**src/rtl/muldiv_unit.sv**
```systemverilog
// rtl/muldiv_unit.sv - iterative radix-2 shift-add multiplier / restoring divider
// Division is built only when MULDIV_DIVIDE_EN is defined; otherwise op is ignored.
module muldiv_unit #(
  parameter int WIDTH = 16
) (
  input  logic             clock,
  input  logic             reset,
  input  logic             start,
  input  logic             op,
  input  logic             sign_mode,
  input  logic [WIDTH-1:0] operand_a,
  input  logic [WIDTH-1:0] operand_b,
  output logic [WIDTH-1:0] result_lo,
  output logic [WIDTH-1:0] result_hi,
  output logic             done,
  output logic             idle,
  output logic             div_by_zero
);
  localparam int CW = $clog2(WIDTH);
  localparam logic [CW-1:0] LAST_CNT = CW'(WIDTH - 1);

  localparam logic [1:0] S_IDLE  = 2'd0;
  localparam logic [1:0] S_CALC  = 2'd1;
  localparam logic [1:0] S_FIXUP = 2'd2;
  localparam logic [1:0] S_DONE  = 2'd3;

  logic [1:0]         r_state;
  logic [CW-1:0]      r_cnt;
  logic               r_neg_prod;
  logic               r_neg_rem;
  logic [WIDTH-1:0]   r_mcand;
  logic [2*WIDTH-1:0] r_acc;
  logic [WIDTH-1:0]   r_result_lo;
  logic [WIDTH-1:0]   r_result_hi;

  logic               w_accept;
  logic               w_sign_a;
  logic               w_sign_b;
  logic [WIDTH-1:0]   w_mag_a;
  logic [WIDTH-1:0]   w_mag_b;
  logic               w_div_req;
  logic [WIDTH:0]     w_mul_sum;
  logic [2*WIDTH-1:0] w_mul_step;
  logic [2*WIDTH-1:0] w_calc_next;
  logic [2*WIDTH-1:0] w_prod_fix;
  logic [WIDTH-1:0]   w_fix_lo;
  logic [WIDTH-1:0]   w_fix_hi;

  assign w_accept = (r_state == S_IDLE) && start;
  assign w_sign_a = sign_mode & operand_a[WIDTH-1];
  assign w_sign_b = sign_mode & operand_b[WIDTH-1];
  assign w_mag_a  = w_sign_a ? -operand_a : operand_a;
  assign w_mag_b  = w_sign_b ? -operand_b : operand_b;

  // Multiply: {hi, lo} accumulator, multiplier consumed from lo[0], carry kept in the shift.
  assign w_mul_sum  = {1'b0, r_acc[2*WIDTH-1:WIDTH]}
                    + (r_acc[0] ? {1'b0, r_mcand} : {(WIDTH+1){1'b0}});
  assign w_mul_step = {w_mul_sum, r_acc[WIDTH-1:1]};
  assign w_prod_fix = r_neg_prod ? -r_acc : r_acc;

`ifdef MULDIV_DIVIDE_EN
  logic               r_div;
  logic               r_dbz_pend;
  logic               r_dbz;
  logic [WIDTH-1:0]   r_raw_a;
  logic [WIDTH:0]     w_div_shift;
  logic [WIDTH+1:0]   w_div_diff;
  logic [2*WIDTH-1:0] w_div_step;
  logic [WIDTH-1:0]   w_quot;
  logic [WIDTH-1:0]   w_rem;
  logic               w_unused_div;

  // Divide: {rem, quotient} share the accumulator; rem < divisor so W bits suffice.
  assign w_div_req   = op;
  assign w_div_shift = {r_acc[2*WIDTH-1:WIDTH], r_acc[WIDTH-1]};
  assign w_div_diff  = {1'b0, w_div_shift} - {2'b00, r_mcand};
  assign w_div_step  = w_div_diff[WIDTH+1]
                     ? {w_div_shift[WIDTH-1:0], r_acc[WIDTH-2:0], 1'b0}
                     : {w_div_diff[WIDTH-1:0], r_acc[WIDTH-2:0], 1'b1};
  assign w_unused_div = w_div_diff[WIDTH];
  assign w_calc_next  = r_div ? w_div_step : w_mul_step;

  assign w_quot   = r_neg_prod ? -r_acc[WIDTH-1:0] : r_acc[WIDTH-1:0];
  assign w_rem    = r_neg_rem ? -r_acc[2*WIDTH-1:WIDTH] : r_acc[2*WIDTH-1:WIDTH];
  assign w_fix_lo = !r_div ? w_prod_fix[WIDTH-1:0]
                  : (r_dbz_pend ? {WIDTH{1'b1}} : w_quot);
  assign w_fix_hi = !r_div ? w_prod_fix[2*WIDTH-1:WIDTH]
                  : (r_dbz_pend ? r_raw_a : w_rem);
  assign div_by_zero = r_dbz;

  always_ff @(posedge clock or posedge reset) begin
    if (reset) begin
      r_div      <= 1'b0;
      r_dbz_pend <= 1'b0;
      r_dbz      <= 1'b0;
      r_raw_a    <= '0;
    end else if (w_accept) begin
      r_div      <= op;
      r_dbz_pend <= op && (operand_b == '0);
      r_dbz      <= 1'b0;
      r_raw_a    <= operand_a;
    end else if (r_state == S_FIXUP) begin
      r_dbz      <= r_dbz_pend;
    end
  end
`else
  logic w_unused_op;

  assign w_unused_op = op;
  assign w_div_req   = 1'b0;
  assign w_calc_next = w_mul_step;
  assign w_fix_lo    = w_prod_fix[WIDTH-1:0];
  assign w_fix_hi    = w_prod_fix[2*WIDTH-1:WIDTH];
  assign div_by_zero = 1'b0;
`endif

  always_ff @(posedge clock or posedge reset) begin
    if (reset) begin
      r_state     <= S_IDLE;
      r_cnt       <= '0;
      r_neg_prod  <= 1'b0;
      r_neg_rem   <= 1'b0;
      r_mcand     <= '0;
      r_acc       <= '0;
      r_result_lo <= '0;
      r_result_hi <= '0;
    end else begin
      case (r_state)
        S_IDLE: begin
          if (start) begin
            r_cnt      <= '0;
            r_neg_prod <= w_sign_a ^ w_sign_b;
            r_neg_rem  <= w_sign_a;
            r_mcand    <= w_div_req ? w_mag_b : w_mag_a;
            r_acc      <= w_div_req ? {{WIDTH{1'b0}}, w_mag_a} : {{WIDTH{1'b0}}, w_mag_b};
            r_state    <= S_CALC;
          end
        end
        S_CALC: begin
          r_acc <= w_calc_next;
          r_cnt <= r_cnt + 1'b1;
          if (r_cnt == LAST_CNT) begin
            r_state <= S_FIXUP;
          end
        end
        S_FIXUP: begin
          r_result_lo <= w_fix_lo;
          r_result_hi <= w_fix_hi;
          r_state     <= S_DONE;
        end
        default: begin
          r_state <= S_IDLE;
        end
      endcase
    end
  end

  assign result_lo = r_result_lo;
  assign result_hi = r_result_hi;
  assign done      = (r_state == S_DONE);
  assign idle      = (r_state == S_IDLE);

endmodule
```
**config.mk**
```make
export PLATFORM = sky130hd
export DESIGN_NAME = muldiv_unit
export DESIGN_NICKNAME = d
export VERILOG_FILES = /design/src/rtl/muldiv_unit.sv
export SDC_FILE = /design/constraint.sdc
export NUM_CORES = 1
export LEC_CHECK = 0
export CAP_MARGIN = 15
export CORE_MARGIN = 1
export CORE_UTILIZATION = 51
export CTS_CLUSTER_DIAMETER = 60
export DETAILED_ROUTE_END_ITERATION = 12
export PLACE_DENSITY = 0.79
export SYNTH_ARGS = -nofsm -noshare
export SYNTH_HDL_FRONTEND = slang
export SYNTH_SLANG_ARGS = --single-unit
```
**constraint.sdc**
```tcl
create_clock -name clock -period 3.5 [get_ports clock]
set_clock_uncertainty 0.15 [all_clocks]
set_input_delay 1.05 -clock clock [delete_from_list [all_inputs] [get_ports clock]]
set_output_delay 1.05 -clock clock [all_outputs]
set_load 0.05 [all_outputs]
```
==> After elaboration in Yosys (flattened, before gate mapping) <==
Index checks and enable logic that the tools add are counted.
{ "op_classes": {"addsub": 5, "eq_ne": 6, "n_mux": 11, "bitwise": 3, "reduce_logical": 5} }
{ "op_table": {"columns": ["cell", "count"], "rows": [
  ["$mux W32", 2],
  ["$pmux W32 S2", 1],
  ["$mux W16", 3],
  ["$neg A16 Y16", 2],
  ["$neg A32 Y32", 1],
  ["$add A16 B16 Y17", 1],
  ["$pmux W4 S2", 1],
  ["$pmux W2 S3", 1],
  ["$reduce_and A2 Y1", 3],
  ["$add A4 B1 Y4 const B", 1],
  ["$eq A2 B2 Y1 const B", 2],
  ["$eq A4 B4 Y1 const B", 1],
  ["$mux W2", 2],
  ["$mux W4", 1],
  ["$ne A2 B2 Y1 const B", 2],
  ["$and A1 B1 Y1", 2],
  ["$eq A2 B1 Y1 const B", 1],
  ["$logic_not A2 Y1", 1],
  ["$reduce_bool A2 Y1", 1],
  ["$xor A1 B1 Y1", 1]
]} }
{ "word_totals": {"register_bits": 87, "output_inout_bits": 35, "wordCells": 37} }

==> Logic depth before layout (Yosys ltp) <==
Gate-level depths: netlist of the first run.
{ "depth": {"depth_word": 4, "mapped_depth": 12, "depth_no_buf": 10} }

==> Worst setup path before layout of the first run <==
Ideal clock, no wire load.
{ "synth_timing": {"path_type": "input to register", "from": "input port operand_b[0]", "to": "register r_acc[14]", "setup_time_ns": 0.083, "arrival_time_ns": 2.641, "setup_slack_ns": 0.627, "path_stages": 8, "n_path_buf": 0, "cell_sequence": "inv_1 -> ha_1 -> or4b_1 -> or4_1 -> o21ai_1 -> xnor2_1 -> mux2i_1 -> o21ai_0"} }
{ "synth_via": {"elab_chain_len": 4} }
{ "synth_lines": {"columns": ["element", "line_no", "rtl"], "rows": [
  ["from (decl)", "12", "input logic [WIDTH-1:0] operand_b,"],
  ["$neg A16 Y16", "53", "assign w_mag_b = w_sign_b ? -operand_b : operand_b;"],
  ["$mux W16", "53", null],
  ["$mux W32", "130", "if (start) begin"],
  ["$pmux W32 S2", "128", "case (r_state)"],
  ["to (signal assigned)", "135", "r_acc <= w_div_req ? {{WIDTH{1'b0}}, w_mag_a} : {{WIDTH{1'b0}}, w_mag_b};"],
  ["to (signal assigned)", "140", "r_acc <= w_calc_next;"],
  ["to (decl)", "32", "logic [2*WIDTH-1:0] r_acc;"]
]} }
Every way passes these cells. The select of a mux whose other input is x is not followed.
A chain may end at the register's enable or synchronous reset.

==> Worst setup path after layout of the first run <==
{ "layout_timing": {"from": "register r_state[0]", "to": "output port idle"} }
{ "layout_via": {"elab_chain_len": 1} }
{ "layout_lines": {"columns": ["element", "line_no", "rtl"], "rows": [
  ["from (decl)", "27", "logic [1:0] r_state;"],
  ["from (signal assigned)", "119", "r_state <= S_IDLE;"],
  ["from (signal assigned)", "136", "r_state <= S_CALC;"],
  ["from (signal assigned)", "143", "r_state <= S_FIXUP;"],
  ["$logic_not A2 Y1", "161", "assign idle = (r_state == S_IDLE);"],
  ["to (decl)", "16", "output logic idle,"]
]} }
Every way passes these cells.

==> flow_metrics.py, run 1 <==
metrics = {
    "worst_setup_path": {
        "worstPathCellList": "inv_1 -> ha_1 -> clkdlybuf4s50_1",
        "crit_path_top_delay_cell": "clkdlybuf4s50_1",
        "crit_fanout": 8,
        "crit_type": "reg -> out",
        "critical_path.top_delay_family": "buffers and inverters",
        "setup.worst_path.start_class": "flop",
        "crit_path_end_kind": "output pin",
        "worstPathArrival_ps": 2090,
        "worstPathRequired_ps": 2300,
        "max_stage_delay_ps": 860,
        "worst-path-buf-inv": 2,
    },
    "run_status": {
        "status": "finished clean",
    },
    "clock_network": {
        "cts-resized-gates": 0,
        "cts_tree": "done",
        "clock-sinks": 87,
        "cts_buffers": 9,
        "insertion_delay_ps": 360,
        "cts_hold_buf": 0,
        "ctsHtreeMaxLevel": 3,
        "clockBufferDepth": 2,
        "root_buffer": "clkbuf_8",
        "cts_setup_buffers": 0,
        "clk_pin_slew_ps": 80,
    },
    "final_layout": {
        "area_growth_pct": 18.9,
        "final_common_cell": "dfrtp_1",
        "diodes": 0,
        "fin_nets": 754,
        "layout_common_cells": "87 x dfrtp_1, 75 x nand2_1, 69 x clkdlybuf4s50_1",
        "drive_above_1_share_pct": 6.61,
        "final_cells": 832,
        "final_core_util_pct": 63.1,
    },
    "run": {
        "max_cap_violations": 0,
    },
    "grt": {
        "grt_pass1_wl_um": 20100,
        "top_usage_layer": "met2",
        "grt_overflow_total": 0,
        "grt.met1_usage_pct": 30.4,
        "grt_max_degree": 62,
        "grtUsageMet2_pct": 36.0,
        "use_met3_pct": 2.33,
        "grtUsageTotal_pct": 22.3,
        "antenna_found_initial": 0,
        "grt_pass1_vias": 4330,
    },
    "sta": {
        "setup_slack_ps": 215,
        "hold_slack_ps": 327,
        "setup_viol": 0,
        "fmax_mhz": 304,
        "worstMarginPinSlew_ps": 1020,
        "period_minus_slack_ps": 3290,
        "maxSlewViolCount": 0,
        "rsz0062_at_grt": "false",
        "setup_tns_ps": 0,
        "min_period_over_period_pct": 93.9,
        "max_slew_margin_pct": 32.0,
        "hold_viol_final": 0,
    },
    "place": {
        "io_buffers": 69,
        "dp_hpwl_um": 9110,
        "finalWeightedCongestion": 0.867,
        "placed_cells": 817,
        "place_ws_ps": 43.7,
    },
    "die": {
        "pin_count": 72,
        "initial_core_util_pct": 53.1,
        "coreArea_um2": 10400,
        "die_x_um": 106,
        "rows": 37,
        "fp.dieH_um": 106,
        "dieArea_um2": 11300,
    },
    "yosys": {
        "syn-num-nets": 692,
        "synthArstFlopShare_pct": 100,
        "synth_edf_count": 0,
        "ys_seq_area_share_pct": 39.4,
        "syn_area_um2": 5530,
        "synthFlopType": "dfrtp_1",
        "synth_cells": 630,
        "yosys_warnings": 0,
        "synth_seq_cells": 87,
        "avgSynthCellArea_um2": 8.78,
        "ys_types": 58,
    },
    "routing": {
        "postRouteAntennaNets": 0,
        "avgRoutedWirePerCell_um": 14.2,
        "via_per_inst": 5.52,
        "drcViolationCount": 0,
        "drt_first_pass_iters": 5,
        "drt_wl_total_um": 11800,
        "num_vias": 4595,
        "first_iter_violations": 241,
    },
    "power_and_ir_drop": {
        "power.density_nw_per_um2": 880,
        "p_leak_nw": 2.79,
        "ir_drop_uv": 629,
    },
    "worst_hold_path": {
        "min_path_type": "reg -> reg",
    },
}
Yosys cell counts, types with 4 or more instances:
master	instances	share of area, %
dfrtp_1	87	39
nand2_1	75	5.1
o21ai_0	64	5.8
a21oi_1	59	5.3
nor2_1	54	3.7
xor2_1	47	7.4
ha_1	24	5.4
clkbuf_1	22	1.5
and2_1	20	2.3
o31ai_1	19	2.6
xnor2_1	19	3.0
inv_1	16	1.1
o21ai_1	12	1.1
mux2i_1	9	1.6
nand2b_1	7	0.79
a21o_1	6	0.81
buf_1	6	0.41
or4_1	6	0.81
nand3_1	5	0.45
a211oi_1	4	0.54
and3_1	4	0.45
nor3_1	4	0.36
o41ai_1	4	0.63
or3_1	4	0.45
worst paths after layout:
| path | start | endpoint | slack (ps) | cells after the start |
|---|---|---|---|---|
| setup / recovery | r_state[0]$_DFFE_PP0P_ | idle | 210 | 3 |
| hold / removal | r_mcand[8]$_DFFE_PP0P_ | r_mcand[8]$_DFFE_PP0P_ | 330 | 2 |
| setup reg to reg | r_acc[0]$_DFFE_PP0P_ | r_acc[27]$_DFFE_PP0P_ | 740 | 10 |
| hold reg to reg | r_mcand[8]$_DFFE_PP0P_ | r_mcand[8]$_DFFE_PP0P_ | 330 | 2 |
| max in group asynchronous | reset | r_mcand[5]$_DFFE_PP0P_ | 1670 | 3 |
| min in group asynchronous | reset | result_lo[12]$_DFFE_PP0P_ | 860 | 2 |
stage by stage:
| stage | cell area, µm² | power (mW) |
|---|---|---|
| after global routing | 6570 | 6.23 |
| after floorplan | 5530 | 4.18 |
| after detailed placement | 6390 | 5.12 |
| final | 6570 | 5.79 |
| after global placement | 6390 | 5.01 |
| after CTS | 6570 | 5.81 |
area by class of cell:
type / count / area, µm²
flip-flops and latches: 87 / 2180
clock buffers: 12 / 135
inverters: 16 / 61.3
multi-input cells: 498 / 3190
fillers: 892 / 3840
repair buffers: 80 / 798
well taps: 136 / 170
clock inverters: 3 / 45.0
metal layers:
layer / share of wire (%) / vias up
met5: 0 / -
met4: 2.1 / 0
met3: 5.2 / 20
met2: 46 / 137
met1: 47 / 2087
li1: - / 2351
registers in the layout, summed over array words and instances (netlist names):
register,count
r_cnt,4
r_neg_prod,1
result_lo,16
r_acc,32
r_mcand,16
result_hi,16
r_state,2
kinds of logic (layout without fill, tap and decap cells):
family	count (synthesis)	after routing	share of synthesized area [%]
compound gates	193	193	21.0
xor+xnor	66	66	10.5
fa+ha+maj	25	25	5.79
buf+inv	45	111	3.12
flops	87	87	39.4
mux	11	11	2.04
other cells	1	1	0.0678
simple gates	202	202	18.2
worst register-to-register path, stage by stage (launching register included):
cell,delay [ps]
dfrtp_1,530
and2_1,180
ha_1,180
inv_1,70
fa_1,370
nand2b_1,190
a21oi_1,210
o311a_1,250
o21bai_1,110
and3_1,200
o31ai_1,210
power breakdown:
group / switching (mW) / internal, mW
Sequential: 0.435 / 1.45
Clock: 0.346 / 0.327
Combinational: 2.02 / 1.21
Total: 2.80 / 2.98
No activity file was read; power rests on OpenSTA's default activity.
==> run 2, diff against run 1 <==
--- a/config.mk
+++ b/config.mk
@@ -6,7 +6,7 @@
 export NUM_CORES = 1
 export LEC_CHECK = 0
 export CAP_MARGIN = 15
-export CORE_MARGIN = 1
+export CORE_MARGIN = 2
 export CORE_UTILIZATION = 51
 export CTS_CLUSTER_DIAMETER = 60
 export DETAILED_ROUTE_END_ITERATION = 12
==> run 2 against run 1 <==
Count of clock-buffer cells in the layout stayed put; combinational power about the same; highest routed layer unchanged; global-route usage shrank 0.12 points; routed wire length rose by 1.5%; final cell count up 0.60%; hold slack got worse by 0.91 ps; first-iteration DRC count increased by 22%; worst setup slack gained 22 ps; die area up 3.8%; clock power rose by 8.9%; critical path depth unchanged; critical endpoint unchanged; non-clock buffer count stayed put; critical path type unchanged.
==> flow_metrics.py, run 2 (synthesized netlist as in run 1, its figures left out) <==
metrics = {
    "clock_network": {
        "clock-sinks": 87,
        "cts_setup_buffers": 0,
        "cts-resized-gates": 0,
        "clk_pin_slew_ps": 90,
        "root_buffer": "clkbuf_8",
        "ctsHtreeMaxLevel": 3,
        "cts_hold_buf": 0,
        "clockBufferDepth": 2,
        "insertion_delay_ps": 360,
        "cts_tree": "done",
        "cts_buffers": 9,
    },
    "sta": {
        "rsz0062_at_grt": "false",
        "period_minus_slack_ps": 3260,
        "hold_viol_final": 0,
        "hold_slack_ps": 326,
        "worstMarginPinSlew_ps": 1050,
        "max_slew_margin_pct": 30.0,
        "min_period_over_period_pct": 93.2,
        "setup_tns_ps": 0,
        "setup_viol": 0,
        "fmax_mhz": 306,
        "maxSlewViolCount": 0,
    },
    "power_and_ir_drop": {
        "seqPwrFrac_pct": 32.3,
        "p_leak_nw": 2.81,
        "power.density_nw_per_um2": 886,
        "power_switching_mw": 2.83,
        "p_int_mw": 3.03,
        "ir_drop_uv": 645,
        "p_comb_share_pct": 55.1,
        "clockPowerShare_pct": 12.5,
        "switching_share_pct": 48.3,
    },
    "die": {
        "fp.dieH_um": 108,
        "rows": 38,
        "dieArea_um2": 11700,
        "coreArea_um2": 10700,
        "die_x_um": 108,
        "pin_count": 72,
        "initial_core_util_pct": 51.7,
    },
    "worst_hold_path": {
        "min_path_type": "reg -> reg",
        "hp-start": "r_mcand[3]$_DFFE_PP0P_",
        "hold_path_depth": 2,
        "hold_end": "r_mcand[3]$_DFFE_PP0P_",
    },
    "grt": {
        "grt_pass1_vias": 4424,
        "grt_overflow_total": 0,
        "grt_max_degree": 57,
        "grt_pass1_wl_um": 20600,
        "antenna_found_initial": 0,
        "grtUsageTotal_pct": 22.1,
    },
    "final_layout": {
        "largest_register": "r_acc",
        "diodes": 0,
        "layout_common_cells": "87 x dfrtp_1, 75 x nand2_1, 69 x clkdlybuf4s50_1",
        "final_cells": 837,
        "drive_above_1_share_pct": 7.03,
        "area_growth_pct": 19.5,
        "fin_nets": 754,
        "largest_register_ffs": 32,
        "final_common_cell": "dfrtp_1",
    },
    "routing": {
        "drt_first_pass_iters": 4,
        "drt_wl_total_um": 12000,
        "postRouteAntennaNets": 0,
        "first_iter_violations": 295,
        "via_per_inst": 5.47,
        "num_vias": 4575,
        "avgRoutedWirePerCell_um": 14.3,
        "drcViolationCount": 0,
    },
    "worst_setup_path": {
        "worstPathRequired_ps": 2300,
        "r2r_slack_ps": 740,
        "r2r_end": "r_acc[27]$_DFFE_PP0P_",
        "setup.worst_path.start_class": "flop",
        "crit_path_end_kind": "output pin",
        "worstPathArrival_ps": 2060,
        "worstPathCellList": "inv_1 -> ha_1 -> clkdlybuf4s50_1",
        "crit_fanout": 8,
        "crit_path_top_delay_cell": "clkdlybuf4s50_1",
        "crit_type": "reg -> out",
        "max_stage_delay_ps": 860,
        "r2r_cells": 10,
        "reg2reg_from": "r_acc[0]$_DFFE_PP0P_",
    },
    "place": {
        "io_buffers": 69,
        "placed_cells": 821,
        "dp_hpwl_um": 9210,
        "finalWeightedCongestion": 0.831,
    },
    "run": {
        "max_cap_violations": 0,
    },
    "run_status": {
        "status": "finished clean",
    },
}
-- run 2: cell types whose count changed in the layout (fill, tap and decap cells not counted) --
cell | previous run | this run
inv_6 | 0 | 1
clkbuf_8 | 9 | 11
clkinv_4 | 0 | 1
clkinvlp_4 | 2 | 0
clkinv_2 | 1 | 2
clkbuf_1 | 3 | 1
-- run 2: layout make-up --
type                    count  area, µm²
clock buffers              12        155
clock inverters             4       52.6
fillers                   944       4090
inverters                  16       61.3
multi-input cells         498       3190
flip-flops and latches     87       2180
well taps                 140        175
repair buffers             80        798
-- run 2: worst max-delay path, delay by kind of cell (launching register included) --
family     cells  cell delay (ps)
fa+ha+maj      1              320
flops          1              410
buf+inv        2              970
-- run 2: per-stage QoR --
| stage | utilization, % | total power, mW | cell area [µm²] | setup WS [ps] |
|---|---|---|---|---|
| final | 61.7 | 5.85 | 6610 | 237 |
| after CTS | 61.7 | 5.88 | 6610 | 227 |
| after global placement | 59.8 | 5.02 | 6400 | 100 |
| after global routing | 61.7 | 6.33 | 6610 | 145 |
| after detailed placement | 59.8 | 5.13 | 6400 | 5.08 |
| after floorplan | - | 4.18 | 5530 | 49.8 |
-- run 2: power groups by stage --
stage	Clock, mW	Combinational (mW)	Sequential [mW]
floorplan	0	1.77	2.40
global placement	0	3.15	1.87
detailed placement	0	3.23	1.90
CTS	0.752	3.25	1.89
global route	0.798	3.58	1.96
finish	0.734	3.23	1.89
-- run 2: worst max path at each step --
stage	from	to	cells past startpoint
after floorplan	reset	r_acc[0]$_DFFE_PP0P_	1
after global placement	operand_b[1]	r_acc[10]$_DFFE_PP0P_	10
after detailed placement	operand_b[0]	r_acc[14]$_DFFE_PP0P_	9
after CTS	r_state[1]$_DFFE_PP0P_	idle	3
after global routing	r_state[1]$_DFFE_PP0P_	idle	3
final	r_state[0]$_DFFE_PP0P_	idle	3
-- run 2: layer usage --
layer  track usage (%)  vias to the layer above  wire length, µm
met1              30.9                     2129             5710
met4              8.06                        0              216
met3              2.35                       13              480
met5                 0                        -                0
li1                  -                     2354                -
met2              35.8                       79             5590
==> run 3, diff against run 2 <==
--- a/config.mk
+++ b/config.mk
@@ -5,11 +5,13 @@
 export SDC_FILE = /design/constraint.sdc
 export NUM_CORES = 1
 export LEC_CHECK = 0
+export ABC_AREA = 1
 export CAP_MARGIN = 15
 export CORE_MARGIN = 2
-export CORE_UTILIZATION = 51
+export CORE_UTILIZATION = 52
 export CTS_CLUSTER_DIAMETER = 60
 export DETAILED_ROUTE_END_ITERATION = 12
+export GPL_TIMING_DRIVEN = 0
 export PLACE_DENSITY = 0.79
 export SYNTH_ARGS = -nofsm -noshare
 export SYNTH_HDL_FRONTEND = slang
==> run 3 against run 2 <==
Utilization increased by 2.7 points; clock power increased by 46%; flip-flop and latch count unchanged; maximum frequency increased by 2.4%; critical endpoint unchanged; highest routed layer unchanged.
==> flow_metrics.py, run 3 <==
metrics = {
    "final_layout": {
        "largest_register": "r_acc",
        "fin_nets": 1057,
        "drive_above_1_share_pct": 5.40,
        "final_common_cell": "nand2_1",
        "stdcell_area_um2": 7390,
        "largest_register_ffs": 32,
        "final_core_util_pct": 64.4,
        "area_growth_pct": 20.0,
        "layout_common_cells": "307 x nand2_1, 100 x inv_1, 87 x dfrtp_1",
        "diodes": 0,
    },
    "clock_network": {
        "cts_tree": "done",
        "ctsHtreeMaxLevel": 3,
        "cts_hold_buf": 0,
        "cts_buffers": 9,
        "clk_pin_slew_ps": 70,
        "cts_setup_buffers": 0,
        "clock-sinks": 87,
        "insertion_delay_ps": 350,
        "root_buffer": "clkbuf_16",
        "cts-resized-gates": 0,
        "clockBufferDepth": 2,
    },
    "worst_setup_path": {
        "crit_path_top_delay_cell": "clkdlybuf4s50_1",
        "worstPathRequired_ps": 2300,
        "crit_type": "reg -> out",
        "worstPathArrival_ps": 1990,
        "critical_path.top_delay_family": "buffers and inverters",
        "crit_path_end_kind": "output pin",
        "max_stage_delay_ps": 850,
        "worst-path-buf-inv": 2,
        "setup.worst_path.start_class": "flop",
        "worstSetupStartpoint": "r_state[0]$_DFFE_PP0P_",
        "crit_fanout": 5,
        "reg2reg_from": "r_acc[0]$_DFFE_PP0P_",
        "cp_num_cells": 3,
        "r2r_cells": 17,
        "worstPathCellList": "inv_1 -> ha_1 -> clkdlybuf4s50_1",
    },
    "sta": {
        "rsz0062_at_grt": "false",
        "worstMarginPinSlew_ps": 734,
        "maxSlewViolCount": 0,
        "fmax_mhz": 314,
        "min_period_over_period_pct": 91.0,
        "setup_viol": 0,
        "hold_viol_final": 0,
        "period_minus_slack_ps": 3190,
        "setup_slack_ps": 314,
        "max_slew_margin_pct": 50.5,
    },
    "yosys": {
        "synth_seq_cells": 87,
        "synthArstFlopShare_pct": 100,
        "syn-num-nets": 976,
        "synthFlopType": "dfrtp_1",
        "avgSynthCellArea_um2": 6.74,
        "synth_top_area_share_pct": 35.3,
        "post-synth-top-count-cell": "nand2_1",
        "synth_edf_count": 0,
        "yosys_warnings": 0,
        "synth_area_leaders": "dfrtp_1 35%, nand2_1 19%, nand3_1 6.6%",
        "synth_top_cell_by_area": "dfrtp_1",
        "synth_cells": 914,
        "ys_types": 44,
        "synth_common_cells": "307 x nand2_1, 101 x inv_1, 87 x dfrtp_1, 81 x nand3_1, 81 x nor2_1",
        "ys_seq_area_share_pct": 35.3,
        "syn_area_um2": 6160,
    },
    "routing": {
        "via_per_inst": 5.28,
        "drt_first_pass_iters": 5,
        "num_vias": 6037,
        "avgRoutedWirePerCell_um": 13.3,
        "postRouteAntennaNets": 0,
        "first_iter_violations": 417,
        "drcViolationCount": 0,
        "drt_wl_total_um": 15200,
    },
    "power_and_ir_drop": {
        "power.density_nw_per_um2": 960,
        "p_leak_nw": 3.79,
        "ir_drop_uv": 711,
    },
    "worst_hold_path": {
        "min_path_type": "reg -> reg",
        "hp-start": "result_hi[3]$_DFFE_PP0P_",
        "hold_path_depth": 2,
    },
    "die": {
        "rows": 39,
        "initial_core_util_pct": 53.7,
        "die_x_um": 113,
        "fp.dieH_um": 113,
        "coreArea_um2": 11500,
        "pin_count": 72,
        "dieArea_um2": 12700,
    },
    "place": {
        "finalWeightedCongestion": 0.934,
        "placed_area_um2": 7060,
        "io_buffers": 69,
        "place_ws_ps": 594,
        "dp_hpwl_um": 11700,
    },
    "grt": {
        "grt_pass1_wl_um": 26200,
        "grt_overflow_total": 0,
        "grt_max_degree": 57,
        "grtUsageTotal_pct": 25.3,
        "antenna_found_initial": 0,
        "grt_pass1_vias": 5516,
    },
    "run": {
        "max_cap_violations": 0,
    },
    "run_status": {
        "status": "finished clean",
    },
}
## run 3: changes by cell type after synthesis, moves of 10 or more
cell / previous run / this run
o31ai_1: 19 / 2
inv_1: 16 / 101
nand3_1: 5 / 81
xor2_1: 47 / 20
a21oi_1: 59 / 46
and2_1: 20 / 3
nand4_1: 2 / 12
clkbuf_1: 22 / 10
nor2_1: 54 / 81
nand2_1: 75 / 307
xnor2_1: 19 / 2
## run 3: logic make-up after synthesis
logic type                 after synthesis  synth area share, %
DFF                                     87                 35.3
xor gates and xnor gates                22                 3.13
other                                    1               0.0609
and+or+nand+nor                        506                 34.7
adders and majority gates               25                 5.20
AOI/OAI and AO/OA                      139                 12.1
buffers and inverters                  134                 9.47
## run 3: per-stage QoR
step           std cells  TNS [ps]  power [mW]  hold slack [ps]
5_1_grt             1143         0        7.70              347
3_3_place_gp        1126   -104950        5.91              313
3_5_place_dp        1127         0        5.99              315
4_1_cts             1143         0        7.08              333
6_report            1143         0        7.10              330
2_1_floorplan        914         0        4.83              299
## run 3: metal layers
metal | GRT usage (%) | vias to the layer above | share of wire (%)
met5 | 0 | - | 0
met4 | 10.2 | 0 | 2.2
met3 | 3.32 | 21 | 5.4
met2 | 39.2 | 185 | 44
met1 | 36.1 | 2721 | 48
li1 | - | 3110 | -
## run 3: layout make-up
class / count / area [µm²]
buffer: 27 / 174
clock buffer: 10 / 239
tap: 143 / 179
timing repair buffer: 70 / 718
clock inverter: 6 / 91.3
multi-input combinational: 693 / 3400
fill: 1029 / 4080
inverter: 107 / 412
sequential: 87 / 2180
## run 3: path summary, 6_finish.rpt
check | slack (ps) | to
setup / recovery | 310 | idle
hold / removal | 330 | result_hi[3]$_DFFE_PP0P_
setup reg to reg | 880 | r_acc[27]$_DFFE_PP0P_
hold reg to reg | 330 | result_hi[3]$_DFFE_PP0P_
max in group asynchronous | 1680 | r_mcand[15]$_DFFE_PP0P_
min in group asynchronous | 910 | result_lo[4]$_DFFE_PP0P_
## run 3: report_power, final
part | switching [mW] | leakage, nW | internal, mW
Clock | 0.419 | 0.163 | 0.650
Combinational | 2.73 | 2.55 | 1.41
Sequential | 0.404 | 1.08 | 1.48
## run 3: tightest hold or removal path: cells and delay by family, from the launching register on
kind	cells	cell delay, ps
DFF	1	340
and+or+nand+nor	2	100
